### src/rtl/uart_rx.sv
// 8N1 UART receiver: 16x oversampled, two-flop input synchronizer, one-entry
// output register with valid/read handshake and sticky framing/overrun flags.
module uart_rx #(
  parameter int CLK_FREQ = 80000000,
  parameter int BAUD     = 115200,
  parameter int OVS      = 16
) (
  input  logic       sys_clk_i,
  input  logic       sys_rst_i,
  input  logic       uart_rx_i,
  input  logic       uart_rd_i,
  input  logic       uart_err_clr_i,
  output logic [7:0] uart_dat_o,
  output logic       uart_valid_o,
  output logic       uart_busy_o,
  output logic       uart_frame_err_o,
  output logic       uart_overrun_o
);

  localparam int TW = $clog2(OVS);
  localparam logic [32:0]   INC  = 33'(BAUD * OVS);
  localparam logic [32:0]   LIM  = 33'(CLK_FREQ);
  localparam logic [TW-1:0] HALF = TW'(OVS / 2 - 1);
  localparam logic [TW-1:0] LAST = TW'(OVS - 1);

  typedef enum logic [2:0] {IDLE, START, DATA, STOP, WAIT_HIGH} state_t;

  // Handshake: uart_valid_o=1 means uart_dat_o holds an unread byte; a cycle
  // with uart_rd_i=1 and uart_valid_o=1 consumes it at the next edge.
  state_t        state;
  logic [1:0]    sync;
  logic          rx_s;
  logic [31:0]   acc;
  logic [32:0]   nxt;
  logic          tick;
  logic [TW-1:0] tcnt;
  logic [2:0]    bcnt;
  logic [7:0]    shreg;
  logic          done;
  logic          fe_set;

  assign rx_s        = sync[1];
  assign nxt         = {1'b0, acc} + INC;
  assign tick        = (nxt >= LIM);
  assign uart_busy_o = (state != IDLE);
  assign fe_set      = (state == STOP) && tick && (tcnt == LAST) && !rx_s;

  always_ff @(posedge sys_clk_i) begin
    if (sys_rst_i) begin
      sync             <= 2'b11;
      acc              <= '0;
      state            <= IDLE;
      tcnt             <= '0;
      bcnt             <= '0;
      shreg            <= '0;
      done             <= 1'b0;
      uart_dat_o       <= '0;
      uart_valid_o     <= 1'b0;
      uart_frame_err_o <= 1'b0;
      uart_overrun_o   <= 1'b0;
    end else begin
      sync <= {sync[0], uart_rx_i};
      acc  <= tick ? 32'(nxt - LIM) : nxt[31:0];
      done <= 1'b0;

      case (state)
        IDLE: begin
          if (!rx_s) begin
            tcnt  <= '0;
            state <= START;
          end
        end
        START: begin
          if (tick) begin
            if (tcnt == HALF) begin
              if (rx_s) begin
                state <= IDLE;
              end else begin
                tcnt  <= '0;
                bcnt  <= '0;
                state <= DATA;
              end
            end else begin
              tcnt <= tcnt + TW'(1);
            end
          end
        end
        DATA: begin
          if (tick) begin
            if (tcnt == LAST) begin
              // LSB arrives first, so shifting in at the top leaves it in bit 0
              shreg <= {rx_s, shreg[7:1]};
              tcnt  <= '0;
              bcnt  <= bcnt + 3'd1;
              if (bcnt == 3'd7) state <= STOP;
            end else begin
              tcnt <= tcnt + TW'(1);
            end
          end
        end
        STOP: begin
          if (tick) begin
            if (tcnt == LAST) begin
              if (rx_s) begin
                done  <= 1'b1;
                state <= IDLE;
              end else begin
                state <= WAIT_HIGH;
              end
            end else begin
              tcnt <= tcnt + TW'(1);
            end
          end
        end
        WAIT_HIGH: begin
          if (rx_s) state <= IDLE;
        end
        default: state <= IDLE;
      endcase

      if (done) begin
        if (!uart_valid_o || uart_rd_i) begin
          uart_dat_o   <= shreg;
          uart_valid_o <= 1'b1;
        end
      end else if (uart_rd_i && uart_valid_o) begin
        uart_valid_o <= 1'b0;
      end

      // Setting wins over a simultaneous clear
      uart_frame_err_o <= (uart_frame_err_o & ~uart_err_clr_i) | fe_set;
      uart_overrun_o   <= (uart_overrun_o & ~uart_err_clr_i) |
                          (done & uart_valid_o & ~uart_rd_i);
    end
  end

endmodule
### config.mk
export PLATFORM = sky130hd
export DESIGN_NAME = uart_rx
export DESIGN_NICKNAME = d
export VERILOG_FILES = /design/src/rtl/uart_rx.sv
export SDC_FILE = /design/constraint.sdc
export NUM_CORES = 1
export LEC_CHECK = 0
export ABC_AREA = 1
export BUFFER_PORTS_ARGS = -buffer_cell sky130_fd_sc_hd__buf_2
export CAP_MARGIN = 20
export CORE_AREA = 4 4 83 85
export CTS_CLUSTER_SIZE = 25
export DETAILED_ROUTE_END_ITERATION = 8
export DIE_AREA = 0 0 87 89
export HOLD_SLACK_MARGIN = 0.08
export PLACE_DENSITY = 0.71
export SLEW_MARGIN = 20
export SYNTH_ARGS = -nofsm -noshare
export SYNTH_HDL_FRONTEND = slang
export SYNTH_SLANG_ARGS = --single-unit
export TNS_END_PERCENT = 100
### constraint.sdc
create_clock -name sys_clk_i -period 2.48 [get_ports sys_clk_i]
set_input_delay 0.496 -clock sys_clk_i [delete_from_list [all_inputs] [get_ports sys_clk_i]]
set_output_delay 0.496 -clock sys_clk_i [all_outputs]
set_load 0.01 [all_outputs]
* Word level (Yosys, flattened, before mapping)
Cells that the tools add are included.
** Word-level totals
- Bits in registers :: 64
- Input port bits :: 5
- Output and inout port bits :: 12
** Operators by class
- $add $sub $neg :: 4
- $lt $le $gt $ge :: 1
- Equal/unequal tests :: 19
- Mux-type cells :: 31
- Bitwise gates (word level) :: 11
- Reduce and logical (&&, ||, !) cells :: 19
** Operators with widths (number)
- $mux 3 :: 15
- $add 32x21->33 const B :: 1
- $ge 33x27->1 const B :: 1
- $mux 32 :: 1
- $sub 32x27->32 const B :: 1
- $mux 4 :: 7
- $ne 2x2->1 const B :: 10
- $pmux 4 s4 :: 1
- $pmux 3 s5 :: 1
- $reduce_and 9->1 :: 1
- $eq 3x2->1 const B :: 2
- $eq 3x3->1 const B :: 2
- $pmux 3 s2 :: 1
- $reduce_and 6->1 :: 1
- $not 1->1 :: 5
- $reduce_and 5->1 :: 1
- $add 4x1->4 const B :: 1
- $and 1x1->1 :: 4
- $eq 4x3->1 const B :: 1
- $eq 4x4->1 const B :: 1
- $logic_and 1x1->1 :: 4
- $mux 1 :: 4
- $ne 2x1->1 const B :: 2
- $reduce_and 2->1 :: 2
- 12 further kinds :: 15

* Longest topological paths before layout
- Depth in word-level cells :: 6
- Depth in mapped cells :: 19
- Gate-level depth less buffers :: 19

* Least setup slack after synthesis
Ideal clock, no wire load.
- Kind :: register to register
- Start :: register acc[13]
- End :: register acc[14]
- Arrival :: 1.982 ns
- Data required time :: 2.350 ns
- Setup slack :: 0.368 ns
- Stages on the path, launching flop included :: 14
- Path buffers :: 1
- Clock period less this slack :: 2.112 ns
- Cells stage by stage :: dfxtp_1 -> ha_1 -> nand2_1 -> clkinv_1 -> nand2_4 -> nand2_4 -> nand2_2 -> xor2_4 -> nand3_1 -> nor2_4 -> nand3_4 -> buf_4 -> a21oi_1 -> nor3_1
** On the way
- Word-level cells in the longest chain between the ends :: 3
- Elaborated cells between the ends (all ways) :: 4
** RTL lines
- start: declaration :: line 33 : logic [31:0] acc;
- start signal: assignment :: line 63 : acc <= tick ? 32'(nxt - LIM) : nxt[31:0];
- $add 32x21->33 (*) :: line 43 : assign nxt = {1'b0, acc} + INC;
- $sub 32x27->32 / $ge 33x27->1 (equally long branches) :: line 63, 44
- $mux 32 (*) :: line 63
Mark *: on every way between the ends. The rest lies on a longest branch, timed or not.
A chain may end at the register's enable or synchronous reset.

* Worst setup path in the final report
- Start :: register acc[13]
- End :: register acc[16]
Same word-level chain as after synthesis.

==> run_results.csv <==
group,metric,value,unit
place,routabilityCongestion,0.805,
drt,detail_route.wirelength,7.08,mm
flow_run,maxCapViolations,0,
critical_path,critPathBufInv,3,
timing,hold_viol_final,0,
run_status,outcome,"finished clean",
synth,ys_top_cells_by_area,"sky130_fd_sc_hd__dfxtp_1 (33%), sky130_fd_sc_hd__nand2_1 (13%), sky130_fd_sc_hd__inv_1 (7.6%)",
drt,wl_per_cell,11.8,um
drt,post_drt_via_cell_ratio,5.16,
synth,postSynthAreaPerCell,6.64,um^2
synth,syn-instance-count,494,
die,placeableCoreArea,6200,um^2
place,dp_slack,0.0612,ns
critical_path,crit_path_frequent_cell,"sky130_fd_sc_hd__nand2_2",
drt,drt_pass1_iterations,5,
power,seq_power_share,0.313,
timing,setup_viol_count_final,0,
power,power_per_standard_cell_area,1070,nW/um^2
cells_and_area,area_of_the_multi_input_gates,1940,um^2
timing,setup_ws,0.158,ns
power,power.static_leakage,1.83,nW
die,die_w,87,um
critical_path,critical-path-slowest-cell,"sky130_fd_sc_hd__dfxtp_4",
die,start_util,0.529,
drt,vias,3104,
place,number_of_port_buffers,16,
timing,aggregate_negative_setup_slack,0,ns
synth,post-synth-top-area-cell,"sky130_fd_sc_hd__dfxtp_1",
synth,synthesis.nets,506,
timing,timing_limited_maximum_frequency,431,MHz
synth,synth_area,3280,um^2
power,peakVddDrop,0.000710,V
timing,fin_skew,0.0125,ns
cells_and_area,regArea,1090,um^2
critical_path,cp_data_required_time,2.70,ns
cells_and_area,drive_gt1_frac,0.221,
cts,tritoncts,"built",
synth,postSynth.asyncResetShare,0,
cts,worstSkewPairLatency,0.31,ns
synth,synth_top_area_frac,0.330,
critical_path,criticalPathCategory,"reg2reg",
power,combinational_share_of_power,0.555,
cells_and_area,fillers,557,
synth,postSynthRegisterBits,54,
synth,synth.yosys.seq_area_share,0.330,
power,sw_ratio,0.475,
synth,ys.warnings.count,0,
place,dp_hpwl,5.20,mm
global_routing,grt_pass1_wl,11.6,mm
cts,clockBufferDepth,2,
timing,tightestPinTransition,0.469,ns
drt,ant_nets,0,
critical_path,cp_top_family,"simple AND/OR/NAND/NOR gates",
critical_path,setup.worst_path.start_class,"register",
global_routing,first_global_vias,2647,
critical_path,worst_ep_arrival_time,2.54,ns
cts,tritoncts.num_buffers,5,
drt,drc,0,
cells_and_area,area_growth_syn_to_layout,13.7,%
power,power_report.internal_total,2.09,mW
die,placement_rows,29,
timing,fin_crit_sh,0.936,
cts,cts_num_sinks,54,
critical_path,critPathCaptureType,"register",
min_path,timing.hold.worst.class,"in2reg",
power,clock_group_share_of_total_power,0.131,
die,io-pin-count,17,
global_routing,grt_remaining_overflow,0,
cts,cts.reportedPaths.clkPinSlew,0.11,ns
die,height_of_the_die,89,um
synth,post_synth_num_cell_types,40,
synth,synth_ff_type,"sky130_fd_sc_hd__dfxtp_1",
cells_and_area,diodes,0,
global_routing,grt.total_usage,0.186,
drt,initialDrtViolationCount,270,
timing,layout_min_cycle_time,2.32,ns
cells_and_area,finalNetCount,536,
synth,synth_edf_count,0,
die,area_of_the_die,7740,um^2
timing,max-slew-margin-rel,0.685,
global_routing,number_of_antenna_violations_at_the_first_check_in_global_routing,0,
timing,slew_violations,0,
cts,h_tree_level_count,2,
critical_path,highest_fanout_seen_on_the_critical_path,10,
critical_path,critical_path.max_stage_delay,0.38,ns
power,power_switching,1.89,mW
cts,root_buffer_cell,"sky130_fd_sc_hd__clkbuf_8",
global_routing,grt_max_degree,25,
critical_path,setup.reg_to_reg.worst_slack,0.16,ns
critical_path,cp_cell_sequence,"ha_4 -> nand2_1 -> inv_2 -> nand2_4 -> nand2_8 -> nand2_2 -> xor2_4 -> nand2_2 -> nor2_2 -> nand3_2 -> nand3_4 -> buf_4 -> buf_4 -> nand2_2 -> o21ai_1 -> a21oi_1",
[power groups by stage]
stage | registers (mW) | logic, mW | clock network, mW
6_report | 1.25 | 2.21 | 0.522
4_1_cts | 1.23 | 1.93 | 0.542
5_1_grt | 1.27 | 2.47 | 0.577
3_5_place_dp | 1.25 | 1.92 | 0
2_1_floorplan | 1.19 | 1.59 | 0
3_3_place_gp | 1.24 | 1.88 | 0
[worst register-to-register path: stages (launching register included)]
cell,delay [ns]
sky130_fd_sc_hd__dfxtp_4,0.38
sky130_fd_sc_hd__ha_4,0.16
sky130_fd_sc_hd__nand2_1,0.07
sky130_fd_sc_hd__inv_2,0.05
sky130_fd_sc_hd__nand2_4,0.10
sky130_fd_sc_hd__nand2_8,0.08
sky130_fd_sc_hd__nand2_2,0.12
sky130_fd_sc_hd__xor2_4,0.21
sky130_fd_sc_hd__nand2_2,0.11
sky130_fd_sc_hd__nor2_2,0.14
sky130_fd_sc_hd__nand3_2,0.14
sky130_fd_sc_hd__nand3_4,0.15
sky130_fd_sc_hd__buf_4,0.15
sky130_fd_sc_hd__buf_4,0.14
sky130_fd_sc_hd__nand2_2,0.06
sky130_fd_sc_hd__o21ai_1,0.12
sky130_fd_sc_hd__a21oi_1,0.05
[state kept, by name (all words and copies together) (netlist names)]
register,count
bcnt,3
uart_dat_o,8
sync,2
acc,22
shreg,8
uart_frame_err_o,1
state,3
done,1
uart_valid_o,1
uart_overrun_o,1
tcnt,4
[cell usage after synthesis, types with 4 or more instances]
cell type / instances
sky130_fd_sc_hd__nand2_1: 111
sky130_fd_sc_hd__inv_1: 66
sky130_fd_sc_hd__nor2_1: 58
sky130_fd_sc_hd__dfxtp_1: 54
sky130_fd_sc_hd__a21oi_1: 39
sky130_fd_sc_hd__nand3_1: 27
sky130_fd_sc_hd__nand2_2: 24
sky130_fd_sc_hd__o21ai_0: 21
sky130_fd_sc_hd__nor2_2: 11
sky130_fd_sc_hd__nor3_1: 11
sky130_fd_sc_hd__nand4_1: 8
sky130_fd_sc_hd__o21ai_1: 8
sky130_fd_sc_hd__ha_1: 7
sky130_fd_sc_hd__clkbuf_1: 5
sky130_fd_sc_hd__nand3b_1: 4
sky130_fd_sc_hd__xor2_1: 4
[layout make-up]
class	count	area share
Multi-Input combinational cell	359	0.520
Sequential cell	54	0.292
Inverter	71	0.0735
Timing Repair Buffer	33	0.0624
Tap cell	77	0.0258
Clock buffer	5	0.0185
Clock inverter	3	0.00705
[timing repair]
action / in CTS / in global routing
hold buffers: 0 / 0
gates resized for setup: 0 / 30
buffers inserted: 0 / 10
setup endpoints to repair: 0 / 40
hold endpoints to repair: 0 / 0
[metal layers]
metal,global-route usage,part of all wire,up-vias
li1,-,-,1628
met1,0.244,0.47,1379
met2,0.315,0.47,83
met3,0.0332,0.050,14
met4,0.0538,0.017,0
met5,0,0,-
[logic make-up after synthesis]
kind of cell | after synthesis | synth area share
compound gates | 75 | 0.121
xor+xnor | 6 | 0.0240
fa+ha+maj | 7 | 0.0267
buf+inv | 81 | 0.100
flops | 54 | 0.330
simple gates | 271 | 0.399
[path summary, 6_finish.rpt]
kind | start | to | cells past startpoint
max | acc[13] | acc[16] | 16
min reg2reg | sync[0] | sync[1] | 1
max reg2reg | acc[13] | acc[16] | 16
min | uart_rx_i | sync[0] | 2
[metrics by stage]
step	hold WS [ns]	util	cell area, um^2	power [mW]	instances
final	0.360	0.601	3730	3.98	602
after global routing	0.343	0.601	3730	4.32	602
after CTS	0.342	0.573	3560	3.70	592
after detailed placement	0.396	0.558	3460	3.16	584
after global placement	0.394	0.558	3460	3.13	584
after floorplan	0.389	-	3280	2.78	494
[cell usage in the layout (no fill, tap or decap), types with 3 or more instances in the layout]
master	n
sky130_fd_sc_hd__inv_6	3
sky130_fd_sc_hd__dfxtp_2	4
sky130_fd_sc_hd__nand3b_1	4
sky130_fd_sc_hd__ha_1	6
sky130_fd_sc_hd__inv_1	65
sky130_fd_sc_hd__nand3_2	3
sky130_fd_sc_hd__buf_2	16
sky130_fd_sc_hd__nor2_2	10
sky130_fd_sc_hd__nand3_1	26
sky130_fd_sc_hd__a21oi_1	39
sky130_fd_sc_hd__nor2_1	56
sky130_fd_sc_hd__buf_4	15
sky130_fd_sc_hd__nand4_1	8
sky130_fd_sc_hd__inv_2	3
sky130_fd_sc_hd__clkbuf_8	5
sky130_fd_sc_hd__nand2_2	30
sky130_fd_sc_hd__nor2_4	5
sky130_fd_sc_hd__nor3_1	11
sky130_fd_sc_hd__o21ai_1	10
sky130_fd_sc_hd__or2_2	3
sky130_fd_sc_hd__dfxtp_1	49
sky130_fd_sc_hd__o21ai_0	19
sky130_fd_sc_hd__nand2_1	105
sky130_fd_sc_hd__xor2_1	3
(Power assumes the default switching activity.)
